**src/rtl/seven_segment_scan_decoder.sv**
```systemverilog
// seven_segment_scan_decoder
//   Reads a multiplexed 4-digit seven-segment bus and recovers the digit codes.
//   It waits for each digit slot to settle and inverts the segment pattern back to a 4-bit code.
//   It then publishes one coherent 4-digit frame per full scan.
// Ports:
//   clk, rst        system clock, synchronous active-high reset
//   seg[6:0]        segment lines, active-low, bit6=g .. bit0=a
//   an[3:0]         digit enables, active-low one-hot; an[0]=min_ones .. an[3]=hrs_tens
//   err_clr         clears the sticky error flags
//   min_ones..hrs_tens  decoded digits of the last complete frame
//   frame_valid     1-cycle pulse when the digit outputs update
//   frame_changed   pulses with frame_valid when the frame differs from the previous one
//   pattern_err     sticky: a settled segment pattern was not a known glyph
//   an_err          sticky: a settled enable pattern was neither one-hot-low nor blank
//   scan_stall      level: 'an' has not changed for STALL_CYCLES cycles
module seven_segment_scan_decoder #(
  parameter int STABLE_CYCLES = 16,        // >= 2
  parameter int STALL_CYCLES  = 1_000_000  // >= 2
) (
  input  logic       clk,
  input  logic       rst,
  input  logic [6:0] seg,
  input  logic [3:0] an,
  input  logic       err_clr,
  output logic [3:0] min_ones,
  output logic [3:0] min_tens,
  output logic [3:0] hrs_ones,
  output logic [3:0] hrs_tens,
  output logic       frame_valid,
  output logic       frame_changed,
  output logic       pattern_err,
  output logic       an_err,
  output logic       scan_stall
);

  localparam int CW = $clog2(STABLE_CYCLES);
  localparam int SW = $clog2(STALL_CYCLES);
  localparam logic [CW-1:0] SETTLE_MAX = CW'(STABLE_CYCLES - 1);
  localparam logic [SW-1:0] STALL_MAX  = SW'(STALL_CYCLES - 1);

  localparam logic [1:0] WAIT_SEL = 2'd0;
  localparam logic [1:0] SETTLE   = 2'd1;
  localparam logic [1:0] HOLD     = 2'd2;

  // Returns {known, code} for an active-low segment pattern.
  function automatic logic [4:0] seg_decode(input logic [6:0] pat);
    logic [4:0] res;
    case (pat)
      7'b1000000: res = {1'b1, 4'h0};
      7'b1111001: res = {1'b1, 4'h1};
      7'b0100100: res = {1'b1, 4'h2};
      7'b0110000: res = {1'b1, 4'h3};
      7'b0011001: res = {1'b1, 4'h4};
      7'b0010010: res = {1'b1, 4'h5};
      7'b0000010: res = {1'b1, 4'h6};
      7'b1111000: res = {1'b1, 4'h7};
      7'b0000000: res = {1'b1, 4'h8};
      7'b0011000: res = {1'b1, 4'h9};
      7'b0001000: res = {1'b1, 4'hA};
      7'b0000011: res = {1'b1, 4'hB};
      7'b1000110: res = {1'b1, 4'hC};
      7'b0100001: res = {1'b1, 4'hD};
      7'b0000110: res = {1'b1, 4'hE};
      7'b0001110: res = {1'b1, 4'hF};
      default:    res = {1'b0, 4'h0};
    endcase
    return res;
  endfunction

  // Returns {one_hot_low, index} for the digit-enable lines.
  function automatic logic [2:0] an_select(input logic [3:0] sel);
    logic [2:0] res;
    case (sel)
      4'b1110: res = {1'b1, 2'd0};
      4'b1101: res = {1'b1, 2'd1};
      4'b1011: res = {1'b1, 2'd2};
      4'b0111: res = {1'b1, 2'd3};
      default: res = {1'b0, 2'd0};
    endcase
    return res;
  endfunction

  logic [6:0]      seg_meta_r, seg_sync_r, seg_prev_r;
  logic [3:0]      an_meta_r, an_sync_r, an_prev_r;
  logic [CW-1:0]   stab_cnt_r, stab_cnt_nxt_s;
  logic [SW-1:0]   stall_cnt_r, stall_cnt_nxt_s;
  logic [1:0]      state_r, state_nxt_s;
  logic [3:0]      seen_r, newbit_s;
  logic [3:0][3:0] shadow_r, shadow_nxt_s;
  logic            first_r;
  logic            sample_chg_s, an_chg_s, settled_s, act_s;
  logic            capture_s, cap_ok_s, pat_set_s, an_set_s, frame_s;
  logic [4:0]      dec_s;
  logic [2:0]      sel_s;

  // Next-state, capture and counter decisions; prev_r holds the sample being judged.
  always_comb begin
    sample_chg_s = ({an_sync_r, seg_sync_r} != {an_prev_r, seg_prev_r});
    an_chg_s     = (an_sync_r != an_prev_r);
    settled_s    = (stab_cnt_r == SETTLE_MAX);
    dec_s        = seg_decode(seg_prev_r);
    sel_s        = an_select(an_prev_r);
    act_s        = 1'b0;
    state_nxt_s  = state_r;
    case (state_r)
      WAIT_SEL, HOLD: begin
        if (sample_chg_s) state_nxt_s = SETTLE;
        else              state_nxt_s = state_r;
      end
      SETTLE: begin
        // A change landing on the settle cycle starts the next slot immediately.
        if (settled_s) begin
          act_s       = 1'b1;
          state_nxt_s = sample_chg_s ? SETTLE : HOLD;
        end else begin
          state_nxt_s = SETTLE;
        end
      end
      default: state_nxt_s = WAIT_SEL;
    endcase

    capture_s    = act_s & sel_s[2];
    cap_ok_s     = capture_s & dec_s[4];
    pat_set_s    = capture_s & ~dec_s[4];
    an_set_s     = act_s & ~sel_s[2] & (an_prev_r != 4'hF);
    newbit_s     = 4'b0000;
    shadow_nxt_s = shadow_r;
    if (cap_ok_s) begin
      newbit_s[sel_s[1:0]]     = 1'b1;
      shadow_nxt_s[sel_s[1:0]] = dec_s[3:0];
    end else begin
      newbit_s = 4'b0000;
    end
    frame_s = cap_ok_s & ((seen_r | newbit_s) == 4'b1111);

    if (sample_chg_s)              stab_cnt_nxt_s = {CW{1'b0}};
    else if (stab_cnt_r == SETTLE_MAX) stab_cnt_nxt_s = stab_cnt_r;
    else                           stab_cnt_nxt_s = stab_cnt_r + {{(CW-1){1'b0}}, 1'b1};

    if (an_chg_s)                  stall_cnt_nxt_s = {SW{1'b0}};
    else if (stall_cnt_r == STALL_MAX) stall_cnt_nxt_s = stall_cnt_r;
    else                           stall_cnt_nxt_s = stall_cnt_r + {{(SW-1){1'b0}}, 1'b1};
  end

  // Input synchronizers, previous-sample register and the two counters.
  always_ff @(posedge clk) begin
    if (rst) begin
      seg_meta_r  <= 7'h7F;
      seg_sync_r  <= 7'h7F;
      seg_prev_r  <= 7'h7F;
      an_meta_r   <= 4'hF;
      an_sync_r   <= 4'hF;
      an_prev_r   <= 4'hF;
      stab_cnt_r  <= {CW{1'b0}};
      stall_cnt_r <= {SW{1'b0}};
      scan_stall  <= 1'b0;
    end else begin
      seg_meta_r  <= seg;
      seg_sync_r  <= seg_meta_r;
      seg_prev_r  <= seg_sync_r;
      an_meta_r   <= an;
      an_sync_r   <= an_meta_r;
      an_prev_r   <= an_sync_r;
      stab_cnt_r  <= stab_cnt_nxt_s;
      stall_cnt_r <= stall_cnt_nxt_s;
      scan_stall  <= (stall_cnt_nxt_s >= STALL_MAX);
    end
  end

  // Slot FSM, shadow digits, frame publication and sticky error flags.
  always_ff @(posedge clk) begin
    if (rst) begin
      state_r       <= WAIT_SEL;
      seen_r        <= 4'b0000;
      shadow_r      <= {16{1'b0}};
      first_r       <= 1'b1;
      min_ones      <= 4'h0;
      min_tens      <= 4'h0;
      hrs_ones      <= 4'h0;
      hrs_tens      <= 4'h0;
      frame_valid   <= 1'b0;
      frame_changed <= 1'b0;
      pattern_err   <= 1'b0;
      an_err        <= 1'b0;
    end else begin
      state_r     <= state_nxt_s;
      shadow_r    <= shadow_nxt_s;
      frame_valid <= frame_s;
      if (frame_s) begin
        {hrs_tens, hrs_ones, min_tens, min_ones} <= shadow_nxt_s;
        frame_changed <= first_r | (shadow_nxt_s != {hrs_tens, hrs_ones, min_tens, min_ones});
        first_r       <= 1'b0;
        seen_r        <= 4'b0000;
      end else begin
        frame_changed <= 1'b0;
        seen_r        <= seen_r | newbit_s;
      end
      // A set event in the clearing cycle keeps the flag high.
      pattern_err <= pat_set_s | (pattern_err & ~err_clr);
      an_err      <= an_set_s | (an_err & ~err_clr);
    end
  end

endmodule

```
**config.mk**
```make
export PLATFORM = sky130hd
export DESIGN_NAME = seven_segment_scan_decoder
export DESIGN_NICKNAME = d
export VERILOG_FILES = /design/src/rtl/seven_segment_scan_decoder.sv
export SDC_FILE = /design/constraint.sdc
export NUM_CORES = 1
export LEC_CHECK = 0
export CAP_MARGIN = 10
export CELL_PAD_IN_SITES_DETAIL_PLACEMENT = 0
export CELL_PAD_IN_SITES_GLOBAL_PLACEMENT = 1
export CORE_UTILIZATION = 35
export DETAILED_ROUTE_END_ITERATION = 8
export HOLD_SLACK_MARGIN = 0.08
export PLACE_DENSITY_LB_ADDON = 0.15
export SYNTH_ARGS = -nofsm -noshare
export SYNTH_HDL_FRONTEND = slang
export SYNTH_SLANG_ARGS = --single-unit
```
**constraint.sdc**
```tcl
create_clock -name clk -period 3.8 [get_ports clk]
set_input_delay 1.14 -clock clk [delete_from_list [all_inputs] [get_ports clk]]
set_output_delay 1.14 -clock clk [all_outputs]
set_load 0.02 [all_outputs]
```
### Word level (Yosys, flattened, before mapping)

Index checks and enable logic that the tools add are counted.

| storage, ports and cells | value |
|---|---|
| flip-flop bits (word level) | 101 |
| output and inout bits | 21 |
| word-level logic and storage cells | 98 |

| cells by class | value |
|---|---|
| $add $sub $neg | 2 |
| order comparisons | 3 |
| eq/ne operators | 29 |
| muxes and demuxes | 17 |
| bitwise gates (word level) | 16 |
| reductions and logical operators | 7 |

Operators with widths:

| kind | number |
|---|---|
| 5-bit one-hot mux with 16 select lines | 1 |
| 20-bit 2-to-1 mux | 2 |
| 7-bit equality test, second input constant | 4 |
| 7-bit by 5-bit equality test with 1-bit output, second input constant | 3 |
| 7-bit by 6-bit equality test with 1-bit output, second input constant | 3 |
| 20-bit by 1-bit adder with 20-bit output, second input constant | 1 |
| 20-bit equality test, second input constant | 1 |
| 4-bit equality test, second input constant | 5 |
| 20-bit greater-or-equal comparator, second input constant | 1 |
| 16-bit bitwise mux | 1 |
| 16-bit 2-to-1 mux | 1 |
| 16-bit inequality test | 1 |
| 7-bit by 2-bit equality test with 1-bit output, second input constant | 2 |
| 7-bit by 4-bit equality test with 1-bit output, second input constant | 2 |
| 3-bit one-hot mux with 4 select lines | 1 |
| 11-bit inequality test | 1 |
| 1-bit bitwise AND | 8 |
| 4-bit demux with 2-bit select | 1 |
| 4-bit 2-to-1 mux | 2 |
| 2-bit OR reduction | 4 |
| 7-bit by 3-bit equality test with 1-bit output, second input constant | 1 |
| 7-bit zero test | 1 |
| 2-bit 2-to-1 mux | 3 |
| 4-bit by 1-bit adder with 4-bit output, second input constant | 1 |
| other kinds (16) | 23 |

### Logic depth before layout (Yosys ltp)

Gate-level depths: netlist (run 1).

| depth | value |
|---|---|
| depth in word-level cells | 12 |
| gate-level depth with buffers | 11 |

### Worst setup path before layout (run 1)

No wires, ideal clock.

| timing path | value |
|---|---|
| kind | register -> register |
| start point | reg seg_prev_r[3] |
| end point | reg frame_changed |
| library setup time | 136 ps |
| arrival | 2,439 ps |
| required time | 3,664 ps |
| slack | 1,225 ps |
| stages on the path, launching flop included | 10 |
| buffers on the path | 1 |
| period minus slack after synthesis | 2,575 ps |
| cell sequence | dfxtp_1 > or4b_1 > or3_4 > and2_4 > buf_6 > a31oi_4 > mux2i_1 > xnor2_1 > nor4_1 > a311oi_1 |

| on the way | value |
|---|---|
| word-level cells in the longest chain between the ends | 9 |

RTL lines:

| element | line | text |
|---|---|---|
| start, declared | 83 | `logic [6:0] seg_meta_r, seg_sync_r, seg_prev_r;` |
| start signal, assigned | 160 | `seg_prev_r <= seg_sync_r;` |
| 7-bit by 4-bit equality test with 1-bit output (tied with other cells) | 48 | `case (pat)` |
| 5-bit one-hot mux with 16 select lines (*) | 48 |  |
| 1-bit bitwise AND | 123 | `cap_ok_s = capture_s & dec_s[4];` |
| 4-bit 2-to-1 mux | 128 | `if (cap_ok_s) begin` |
| 4-bit OR | 134 | `frame_s = cap_ok_s & ((seen_r \| newbit_s) == 4'b1111);` |
| 4-bit equality test | 134 |  |
| 1-bit bitwise AND | 134 |  |
| 1-bit inverter (no source line) | - |  |
| 2-bit OR reduction (no source line) | - |  |
| end signal, assigned | 191 | `frame_changed <= first_r \| (shadow_nxt_s != {hrs_tens, hrs_ones, min_tens, min_ones});` |
| end, declared | 30 | `output logic frame_changed,` |

Mark *: on every way between the ends. The rest lies on a longest branch, timed or not.
A chain may end at the register's enable or synchronous reset.

### Worst setup path after layout (run 1)

| timing path | value |
|---|---|
| start point | reg stab_cnt_r[0] |
| end point | reg frame_changed |

| on the way | value |
|---|---|
| word-level cells in the longest chain between the ends | 11 |

RTL lines:

| element | line | text |
|---|---|---|
| start, declared | 85 | `logic [CW-1:0] stab_cnt_r, stab_cnt_nxt_s;` |
| start signal, assigned | 154 | `stab_cnt_r <= {CW{1'b0}};` |
| start signal, assigned | 164 | `stab_cnt_r <= stab_cnt_nxt_s;` |
| 4-bit equality test (*) | 100 | `settled_s = (stab_cnt_r == SETTLE_MAX);` |
| 1-bit 2-to-1 mux (*) | 112 | `if (settled_s) begin` |
| 1-bit 2-to-1 mux (*) | 105 | `case (state_r)` |
| 1-bit bitwise AND (*) | 122 | `capture_s = act_s & sel_s[2];` |
| 1-bit bitwise AND (*) | 123 |  |
| 4-bit 2-to-1 mux | 128 |  |
| 4-bit OR | 134 |  |
| 4-bit equality test | 134 |  |
| 1-bit bitwise AND | 134 |  |
| 1-bit inverter (no source line) | - |  |
| 2-bit OR reduction (no source line) | - |  |

Marks and branches as above.

==> impl_metrics.env, run 1 <==
export IMPL_status="finished clean"
export IMPL_die_h_um=122
export IMPL_min_to="seg_sync_r[4]"
export IMPL_worst_pin_slew_ns=0.879
export IMPL_start_kind="flip-flop"
export IMPL_drc=0
export IMPL_critPathRequiredTime_ns=4.00
export IMPL_synth_edf_count=0
export IMPL_finalSetupTns_ns=0
export IMPL_clock_latency_ns=0.36
export IMPL_end_kind="flip-flop"
export IMPL_firstDrtPassIters=5
export IMPL_rr_worst_depth=9
export IMPL_clkPwrFrac_pct=46.0
export IMPL_cts_tree="done"
export IMPL_htreeDepth=3
export IMPL_fmax_ghz=0.313
export IMPL_grt_pass1_wl_um=20300
export IMPL_initial_core_util_pct=36.0
export IMPL_postRouteWirelength_um=12500
export IMPL_yosys_warnings=0
export IMPL_hp_class="flip-flop to flip-flop"
export IMPL_post_cts_buffers=0
export IMPL_io_pins=35
export IMPL_min_from="seg_meta_r[4]"
export IMPL_grt_use_total_pct=17.8
export IMPL_p_int_uw=1690
export IMPL_cts_buffers=9
export IMPL_power_switching_uw=476
export IMPL_total_leakage_power_uw=0.00204
export IMPL_ys_types=76
export IMPL_grt_ovfl_total=0
export IMPL_slew_viol_final=0
export IMPL_cp_max_fo=11
export IMPL_setup_violations=0
export IMPL_antenna_cells=0
export IMPL_cts_hold_buf=0
export IMPL_drt_iter0_drc=280
export IMPL_rrSetupSlack_ns=0.60
export IMPL_worstReg2RegStart="stab_cnt_r[0]"
export IMPL_clockRootBuffer="clkbuf_16"
export IMPL_final_hold_viol_count=0
export IMPL_vias=4106
export IMPL_numPortBuffers=34
export IMPL_final_cells=783
export IMPL_seq_area_frac_synth_pct=40.3
export IMPL_synth_area_leaders="dfxtp_1 (40%), nor2_1 (5.7%), xor2_1 (4.5%)"
export IMPL_yosys_area_top_type="dfxtp_1"
export IMPL_syn_avg_cell_area_um2=8.61
export IMPL_design_area_mm2=0.00578
export IMPL_period_needed_ns=3.20
export IMPL_synth_fp_nets=598
export IMPL_coreArea_mm2=0.0139
export IMPL_final_core_util_pct=41.5
export IMPL_rsz0062_at_grt="false"
export IMPL_max_slew_margin_pct=40.8
export IMPL_grt_max_degree=77
export IMPL_cts_num_sinks=101
export IMPL_ys_ff_latch=101
export IMPL_whs_path_depth=1
export IMPL_dieArea_mm2=0.0148
export IMPL_antenna_found_initial=0
export IMPL_yosysTopAreaCellShare_pct=40.3
export IMPL_hpwl_um=8890
export IMPL_clk_pin_slew_worst_paths_ns=0.07
export IMPL_rows=43
export IMPL_gp_congestion=0.878
export IMPL_dpl_instance_area_mm2=0.00546
export IMPL_grt_pass1_vias=3906
export IMPL_dp_cells=767
export IMPL_vias_per_cell=5.24
export IMPL_combPwrFrac_pct=3.6
export IMPL_seq_power_share_pct=50.4
export IMPL_postRouteAntennaNets=0
export IMPL_ir_worst_vdd_mv=0.202
export IMPL_ctsResizeCount=0
export IMPL_drive_gt1_share_pct=11.3
export IMPL_sw_frac_of_total_pct=21.9
export IMPL_synth_main_ff_cell="dfxtp_1"
export IMPL_syn_inst=582
export IMPL_synth_commonest_cells="dfxtp_1 (101), nor2_1 (76), nand2_1 (37), or2_2 (33), xor2_1 (26)"
export IMPL_synth_most_common_cell="dfxtp_1"
export IMPL_fin_nets=614
export IMPL_min_period_over_period_pct=84.2
export IMPL_async_flop_share_pct=0
export IMPL_area_delta_synth_final_pct=15.3
export IMPL_whs_ns=0.409
export IMPL_powerDensity_mw_per_mm2=375
export IMPL_r2r_end="frame_changed"
export IMPL_routedWlPerCell_um=15.9
export IMPL_crit_arrival_ns=3.40
export IMPL_synth_cell_area_mm2=0.00501
export IMPL_drv_cap=0
export IMPL_clockBufferDepth=2
export IMPL_clock_skew_final_ns=0.0122
export IMPL_die_w_um=122
export IMPL_crit_type="flip-flop to flip-flop"
registers in the layout, summed over array words and instances, names as in the netlist, 2 cells and up:
signal and flops:
an_prev_r 4, stall_cnt_r 20, min_ones 4, shadow_r 16
hrs_tens 4, an_sync_r 4, min_tens 4, seen_r 4
an_meta_r 4, seg_sync_r 7, stab_cnt_r 4, state_r 2
hrs_ones 4, seg_meta_r 7, seg_prev_r 7
critical path: stages (launching register included):
cell,delay (ns)
dfxtp_1,0.39
ha_1,0.26
and4_1,0.29
and3_1,0.42
o32ai_1,0.14
or4_1,0.51
a2111oi_0,0.43
nand4b_1,0.15
nor4_1,0.32
a311oi_1,0.14
final cells by class:
class                      count  area, um2
clock buffer                  10        229
multi-input combinational    434       2790
fill                        1405       8160
inverter                      12       45.0
tap                          180        225
sequential                   101       2020
timing repair buffer          40        380
clock inverter                 6       86.3
stage by stage:
stage | total power (uW) | worst slack [ns]
floorplan | 1170 | 1.23
finish | 2170 | 0.601
global placement | 1200 | 0.685
detailed placement | 1200 | 0.660
CTS | 2200 | 0.610
global route | 2250 | 0.340
cells in the final DEF, fill, tap and decap left out, drive strengths merged, types with 13 or more instances in the layout:
cell and instances:
dfxtp 101, nor2 76, nand2 38, or2 33, clkdlybuf4s50 33, xor2 26, a21oi 23, nand3 19
xnor2 15, o21ai 15, and3 13, inv 13
worst max-delay path by stage:
stage,from,endpoint,slack [ns],cells after the start
floorplan,seg_prev_r[3],frame_changed,1.23,9
global placement,seg_prev_r[2],frame_changed,0.68,8
detailed placement,seg_prev_r[2],frame_changed,0.66,8
CTS,seg_prev_r[2],frame_changed,0.61,8
global route,seg_prev_r[2],frame_changed,0.34,8
finish,stab_cnt_r[0],frame_changed,0.60,9
metal layers:
| layer | share of wire, % | global-route usage (%) |
|---|---|---|
| met4 | 2.4 | 8.26 |
| met5 | 0 | 0 |
| met1 | 47 | 22.5 |
| met3 | 2.9 | 2.62 |
| met2 | 48 | 29.8 |
cell families (layout without fill, tap and decap cells):
logic type	Yosys count	after routing	share of synthesized area, %
AND/OR/NAND/NOR	270	270	29.5
AO/OA/AOI/OAI	108	108	15.9
flip-flops	101	101	40.3
buffers and inverters	47	68	3.95
XOR/XNOR	41	41	7.17
multiplexers	12	12	2.42
adder cells (fa/ha/maj)	3	3	0.699
power groups by stage:
stage | clock (uW) | sequential, uW | combinational [uW]
after floorplan | 0 | 1110 | 59.3
after global placement | 0 | 1120 | 78.5
after detailed placement | 0 | 1120 | 80.3
after CTS | 1030 | 1090 | 80.6
after global routing | 1070 | 1100 | 89.2
final | 997 | 1090 | 78.2
No activity file was read; power rests on OpenSTA's default activity.
==> run 2: changes to the inputs <==
clock period = 2.99 ns   (was 3.8 ns; I/O delays follow)
==> run 2 against run 1 <==
  * Die area stayed put
  * Wire length is 0.98% higher
  * Cell count is 4.1% higher
  * Clock skew is 0.0064 ns higher
  * Count of clock-buffer cells in the layout is 1 lower
  * Hold slack better by 0.0019 ns
  * Global-route usage is 0.21 points higher
  * Sequential share of layout area is 1.3 points lower
  * Flip-flop and latch count stayed put
  * Register-to-register slack worse by 0.46 ns
  * First-iteration DRC count is 15% lower
  * Setup slack worse by 0.46 ns
  * Critical endpoint unchanged
  * Largest power group unchanged
  * Highest routed layer unchanged
==> impl_metrics.env, run 2 (synthesis gave the netlist of run 1 again) <==
export IMPL_clk_pin_slew_worst_paths_ns=0.08
export IMPL_hpwl_um=9370
export IMPL_cts_hold_buf=0
export IMPL_final_cell_mix="dfxtp_1 (94), nor2_1 (76), buf_4 (38)"
export IMPL_crit_slowest_cell="or4b_1"
export IMPL_total_leakage_power_uw=0.00219
export IMPL_postRouteWirelength_um=12600
export IMPL_rrSetupSlack_ns=0.14
export IMPL_grt_pass1_wl_um=20500
export IMPL_regMostFlops="stall_cnt_r"
export IMPL_slew_viol_final=0
export IMPL_cp_depth=8
export IMPL_p_total_uw=2670
export IMPL_final_hold_viol_count=0
export IMPL_grt_use_total_pct=18.0
export IMPL_rows=43
export IMPL_max_slew_margin_pct=56.9
export IMPL_drt_iter0_drc=238
export IMPL_gp_congestion=0.918
export IMPL_clock_latency_ns=0.36
export IMPL_cp_max_fo=16
export IMPL_end_kind="flip-flop"
export IMPL_critPathRequiredTime_ns=3.21
export IMPL_worst_slack_ns=0.143
export IMPL_mostFrequentLayoutCell="dfxtp_1"
export IMPL_io_pins=35
export IMPL_finalSetupTns_ns=0
export IMPL_start_kind="flip-flop"
export IMPL_powerDensity_mw_per_mm2=442
export IMPL_die_w_um=122
export IMPL_worstReg2RegStart="seg_prev_r[5]"
export IMPL_path_buf_inv=0
export IMPL_clock_skew_final_ns=0.0185
export IMPL_grt_ovfl_total=0
export IMPL_ir_worst_vdd_mv=0.269
export IMPL_dieArea_mm2=0.0148
export IMPL_firstDrtPassIters=5
export IMPL_crit_arrival_ns=3.07
export IMPL_cp_endpoint="frame_changed"
export IMPL_top_regs="stall_cnt_r: 20 flops, shadow_r: 16 flops"
export IMPL_ctsResizeCount=0
export IMPL_initial_core_util_pct=36.0
export IMPL_clockRootBuffer="clkbuf_16"
export IMPL_cts_buffers=9
export IMPL_seqCellArea_mm2=0.00203
export IMPL_cts_num_sinks=101
export IMPL_dpl_instance_area_mm2=0.00570
export IMPL_coreArea_mm2=0.0139
export IMPL_worstPathCellList="or4b_1, or3_4, nand2_4, o31ai_2, a221o_1, a2111o_1, nor4_1, a311oi_1"
export IMPL_htreeDepth=3
export IMPL_vias_per_cell=5.22
export IMPL_antenna_found_initial=0
export IMPL_design_area_mm2=0.00603
export IMPL_routedWlPerCell_um=15.4
export IMPL_rr_worst_depth=8
export IMPL_largest_reg_flops=20
export IMPL_crit_type="flip-flop to flip-flop"
export IMPL_postRouteAntennaNets=0
export IMPL_dp_slack_ns=0.0540
export IMPL_min_period_over_period_pct=95.2
export IMPL_crit_family="simple AND/OR/NAND/NOR gates"
export IMPL_rsz0062_at_grt="false"
export IMPL_vias=4251
export IMPL_fill_cells=1357
export IMPL_crit_start="seg_prev_r[5]"
export IMPL_setup_violations=0
export IMPL_r2r_end="frame_changed"
export IMPL_cts_tree="done"
export IMPL_drc=0
export IMPL_numPortBuffers=34
export IMPL_multi_input_area_mm2=0.00280
export IMPL_worst_pin_slew_ns=0.643
export IMPL_grt_max_degree=41
export IMPL_die_h_um=122
export IMPL_status="finished clean"
export IMPL_fmax_ghz=0.351
export IMPL_period_needed_ns=2.85
export IMPL_antenna_cells=0
export IMPL_hp_class="flip-flop to flip-flop"
export IMPL_post_cts_buffers=0
export IMPL_area_delta_synth_final_pct=20.3
export IMPL_max_stage_delay_ns=0.54
export IMPL_fin_nets=646
export IMPL_grt_pass1_vias=3908
export IMPL_drv_cap=0
export IMPL_clockBufferDepth=2
export IMPL_drive_gt1_share_pct=17.3
## run 2: cell count changes in the layout (fill, tap and decap cells not counted)
cell / previous run / this run
or3_1: 7 / 6
clkinv_8: 0 / 2
clkbuf_1: 1 / 0
a2111oi_0: 1 / 0
clkinv_2: 2 / 0
clkinv_4: 0 / 1
dfxtp_1: 101 / 94
a2111oi_2: 0 / 1
bufinv_16: 2 / 0
inv_8: 0 / 2
dfxtp_2: 0 / 7
or3_4: 1 / 2
buf_4: 6 / 38
## run 2: worst min path at each step
| stage | start | end | cells past startpoint |
|---|---|---|---|
| global route | an_meta_r[2] | an_sync_r[2] | 1 |
| finish | an_meta_r[2] | an_sync_r[2] | 1 |
| global placement | seg_meta_r[4] | seg_sync_r[4] | 1 |
| CTS | an_meta_r[1] | an_sync_r[1] | 1 |
| detailed placement | an_meta_r[1] | an_sync_r[1] | 1 |
| floorplan | an_meta_r[0] | an_sync_r[0] | 1 |
## run 2: metrics by stage
stage / utilization (%) / hold slack, ns / std cells
floorplan: - / 0.389 / 582
global placement: 40.9 / 0.392 / 799
detailed placement: 40.9 / 0.392 / 799
CTS: 43.1 / 0.411 / 815
global route: 43.3 / 0.419 / 815
finish: 43.3 / 0.411 / 815
## run 2: metal layers
metal,vias to the layer above,GRT usage (%),wire [um]
met5,-,0,0
met4,0,7.64,302
met3,21,3.84,402
met2,85,29.5,5910
met1,1979,22.8,5970
li1,2166,-,-
## run 2: cell type report
| class | count | area share [%] |
|---|---|---|
| clock buffer | 9 | 3.74 |
| inverter | 12 | 0.747 |
| sequential | 101 | 33.7 |
| clock inverter | 7 | 1.33 |
| timing repair buffer | 72 | 10.3 |
| tap | 180 | 3.74 |
| multi-input combinational | 434 | 46.5 |
## run 2: power by group
part / total, uW / internal (uW) / switching [uW]
registers: 1390 / 1370 / 20.9
clock network: 1170 / 595 / 577
logic: 107 / 54.5 / 52.0
total: 2670 / 2020 / 650
==> run 3: changes to the inputs <==
DONT_BUFFER_PORTS = 1   (was not set)
MAX_ROUTING_LAYER = met4   (was not set)
clock period = 3.2 ns   (was 2.99 ns; I/O delays follow)
==> run 3 against run 2 <==
  * Count of clock-buffer cells in the layout is the same
  * Setup slack gained 0.026 ns
  * Fmax shrank 6.1%
  * Largest cell class unchanged
  * Cell area shrank 7.1%
  * Die area is the same
  * Global-route usage grew 1.4 points
  * Cell count shrank 5.9%
  * Highest routed layer unchanged
  * Combinational power shrank 38%
  * Wire length grew 4.7%
  * Register-to-register slack gained 0.03 ns
  * First-iteration DRC count grew 21%
  * Critical endpoint unchanged
  * Largest power group unchanged
==> impl_metrics.env, run 3 (synthesis gave the netlist of run 1 again) <==
export IMPL_status="finished clean"
export IMPL_antenna_cells=0
export IMPL_cts_tree="done"
export IMPL_power_switching_uw=580
export IMPL_worst_pin_slew_ns=0.626
export IMPL_total_leakage_power_uw=0.00201
export IMPL_numPortBuffers=0
export IMPL_fill_cells=1455
export IMPL_die_h_um=122
export IMPL_period_needed_ns=3.03
export IMPL_start_kind="flip-flop"
export IMPL_clock_latency_ns=0.36
export IMPL_dieArea_mm2=0.0148
export IMPL_postRouteWirelength_um=13200
export IMPL_crit_start="seg_prev_r[5]"
export IMPL_rows=43
export IMPL_setup_violations=0
export IMPL_cts_hold_buf=0
export IMPL_final_core_util_pct=40.2
export IMPL_clk_pin_slew_worst_paths_ns=0.08
export IMPL_area_delta_synth_final_pct=11.7
export IMPL_clockRootBuffer="clkbuf_16"
export IMPL_sw_frac_of_total_pct=23.1
export IMPL_antenna_found_initial=0
export IMPL_final_hold_viol_count=0
export IMPL_vias=4162
export IMPL_drt_iter0_drc=287
export IMPL_min_from="seg_meta_r[2]"
export IMPL_slew_viol_final=0
export IMPL_grt_use_total_pct=19.4
export IMPL_fmax_ghz=0.330
export IMPL_die_w_um=122
export IMPL_regMostFlops="stall_cnt_r"
export IMPL_drc=0
export IMPL_cts_buffers=9
export IMPL_grt_ovfl_total=0
export IMPL_powerDensity_mw_per_mm2=448
export IMPL_clockBufferDepth=2
export IMPL_p_int_uw=1930
export IMPL_clkPwrFrac_pct=45.6
export IMPL_min_period_over_period_pct=94.7
export IMPL_crit_arrival_ns=3.25
export IMPL_htreeDepth=3
export IMPL_worstReg2RegStart="seg_prev_r[5]"
export IMPL_max_slew_margin_pct=58.0
export IMPL_fin_nets=598
export IMPL_initial_core_util_pct=36.0
export IMPL_grt_max_degree=78
export IMPL_end_kind="flip-flop"
export IMPL_mostFrequentLayoutCell="dfxtp_1"
export IMPL_firstDrtPassIters=4
export IMPL_coreArea_mm2=0.0139
export IMPL_combPwrFrac_pct=2.7
export IMPL_largest_reg_flops=20
export IMPL_grt_pass1_vias=3955
export IMPL_cts_num_sinks=101
export IMPL_finalSetupTns_ns=0
export IMPL_drive_gt1_share_pct=15.2
export IMPL_top_regs="stall_cnt_r: 20 flops, shadow_r: 16 flops"
export IMPL_routedWlPerCell_um=17.2
export IMPL_critPathRequiredTime_ns=3.42
export IMPL_crit_type="flip-flop to flip-flop"
export IMPL_hpwl_um=9580
export IMPL_postRouteAntennaNets=0
export IMPL_hp_class="flip-flop to flip-flop"
export IMPL_io_pins=35
export IMPL_crit_slowest_cell="or4b_1"
export IMPL_gp_congestion=0.946
export IMPL_ir_worst_vdd_mv=0.283
export IMPL_rsz0062_at_grt="false"
export IMPL_vias_per_cell=5.43
export IMPL_worstPathCellList="or4b_1, or3_4, and2_4, a31oi_4, mux2i_2, xnor2_1, nor4_1, a311oi_1"
export IMPL_cp_max_fo=16
export IMPL_drv_cap=0
export IMPL_grt_pass1_wl_um=21200
export IMPL_seq_power_share_pct=51.7
export IMPL_clock_skew_final_ns=0.0125
export IMPL_max_stage_delay_ns=0.59
export IMPL_final_cell_mix="dfxtp_1 (99), nor2_1 (76), nand2_1 (37)"
-- run 3: final timing paths --
kind                            cells after the start             to  slack, ns
worst min register to register                      1  seg_sync_r[2]       0.41
worst min-delay path                                1  seg_sync_r[2]       0.41
worst max register to register                      8  frame_changed       0.17
worst max-delay path                                8  frame_changed       0.17
-- run 3: critical path: cells and delay by family (launching register included) --
| kind | cells | cell delay, ns |
|---|---|---|
| AOI/OAI and AO/OA | 2 | 0.37 |
| xor gates and xnor gates | 1 | 0.11 |
| DFF | 1 | 0.47 |
| muxes | 1 | 0.38 |
| and+or+nand+nor | 4 | 1.55 |
-- run 3: power groups by stage --
stage	clock network, uW	registers [uW]	logic, uW
floorplan	0	1320	70.4
CTS	1180	1300	69.0
global placement	0	1330	67.6
global route	1230	1300	76.2
detailed placement	0	1330	68.3
finish	1140	1300	66.8
-- run 3: layer usage --
| layer | wire length (um) | up-vias | share of wire [%] | global-route usage, % |
|---|---|---|---|---|
| li1 | - | 2072 | - | - |
| met1 | 6140 | 1949 | 47 | 23.5 |
| met2 | 6000 | 105 | 46 | 30.5 |
| met3 | 521 | 36 | 4.0 | 3.60 |
| met4 | 501 | 0 | 3.8 | 10.5 |
| met5 | 0 | - | 0 | - |
-- run 3: what timing repair did --
action | 4_1_cts | 5_1_grt
resized for setup | 0 | 4
setup endpoints to repair | 0 | 1
buffers inserted | 0 | 0
-- run 3: per-stage QoR --
stage / hold WS, ns / std cells / worst slack [ns] / power (uW) / area, um2
5_1_grt: 0.425 / 767 / 0.0738 / 2610 / 5600
6_report: 0.409 / 767 / 0.169 / 2510 / 5600
3_3_place_gp: 0.394 / 751 / 0.0497 / 1390 / 5280
3_5_place_dp: 0.394 / 751 / 0.0364 / 1400 / 5280
2_1_floorplan: 0.389 / 582 / 0.625 / 1390 / 5010
4_1_cts: 0.411 / 767 / 0.0224 / 2550 / 5580
-- run 3: cell type report --
type / instances / area, um2 / area share [%]
Multi-Input combinational cell: 434 / 2800 / 50.1
Sequential cell: 101 / 2020 / 36.2
Clock buffer: 9 / 225 / 4.02
Tap cell: 180 / 225 / 4.02
Timing Repair Buffer: 24 / 193 / 3.44
Clock inverter: 7 / 82.6 / 1.47
Inverter: 12 / 45.0 / 0.804
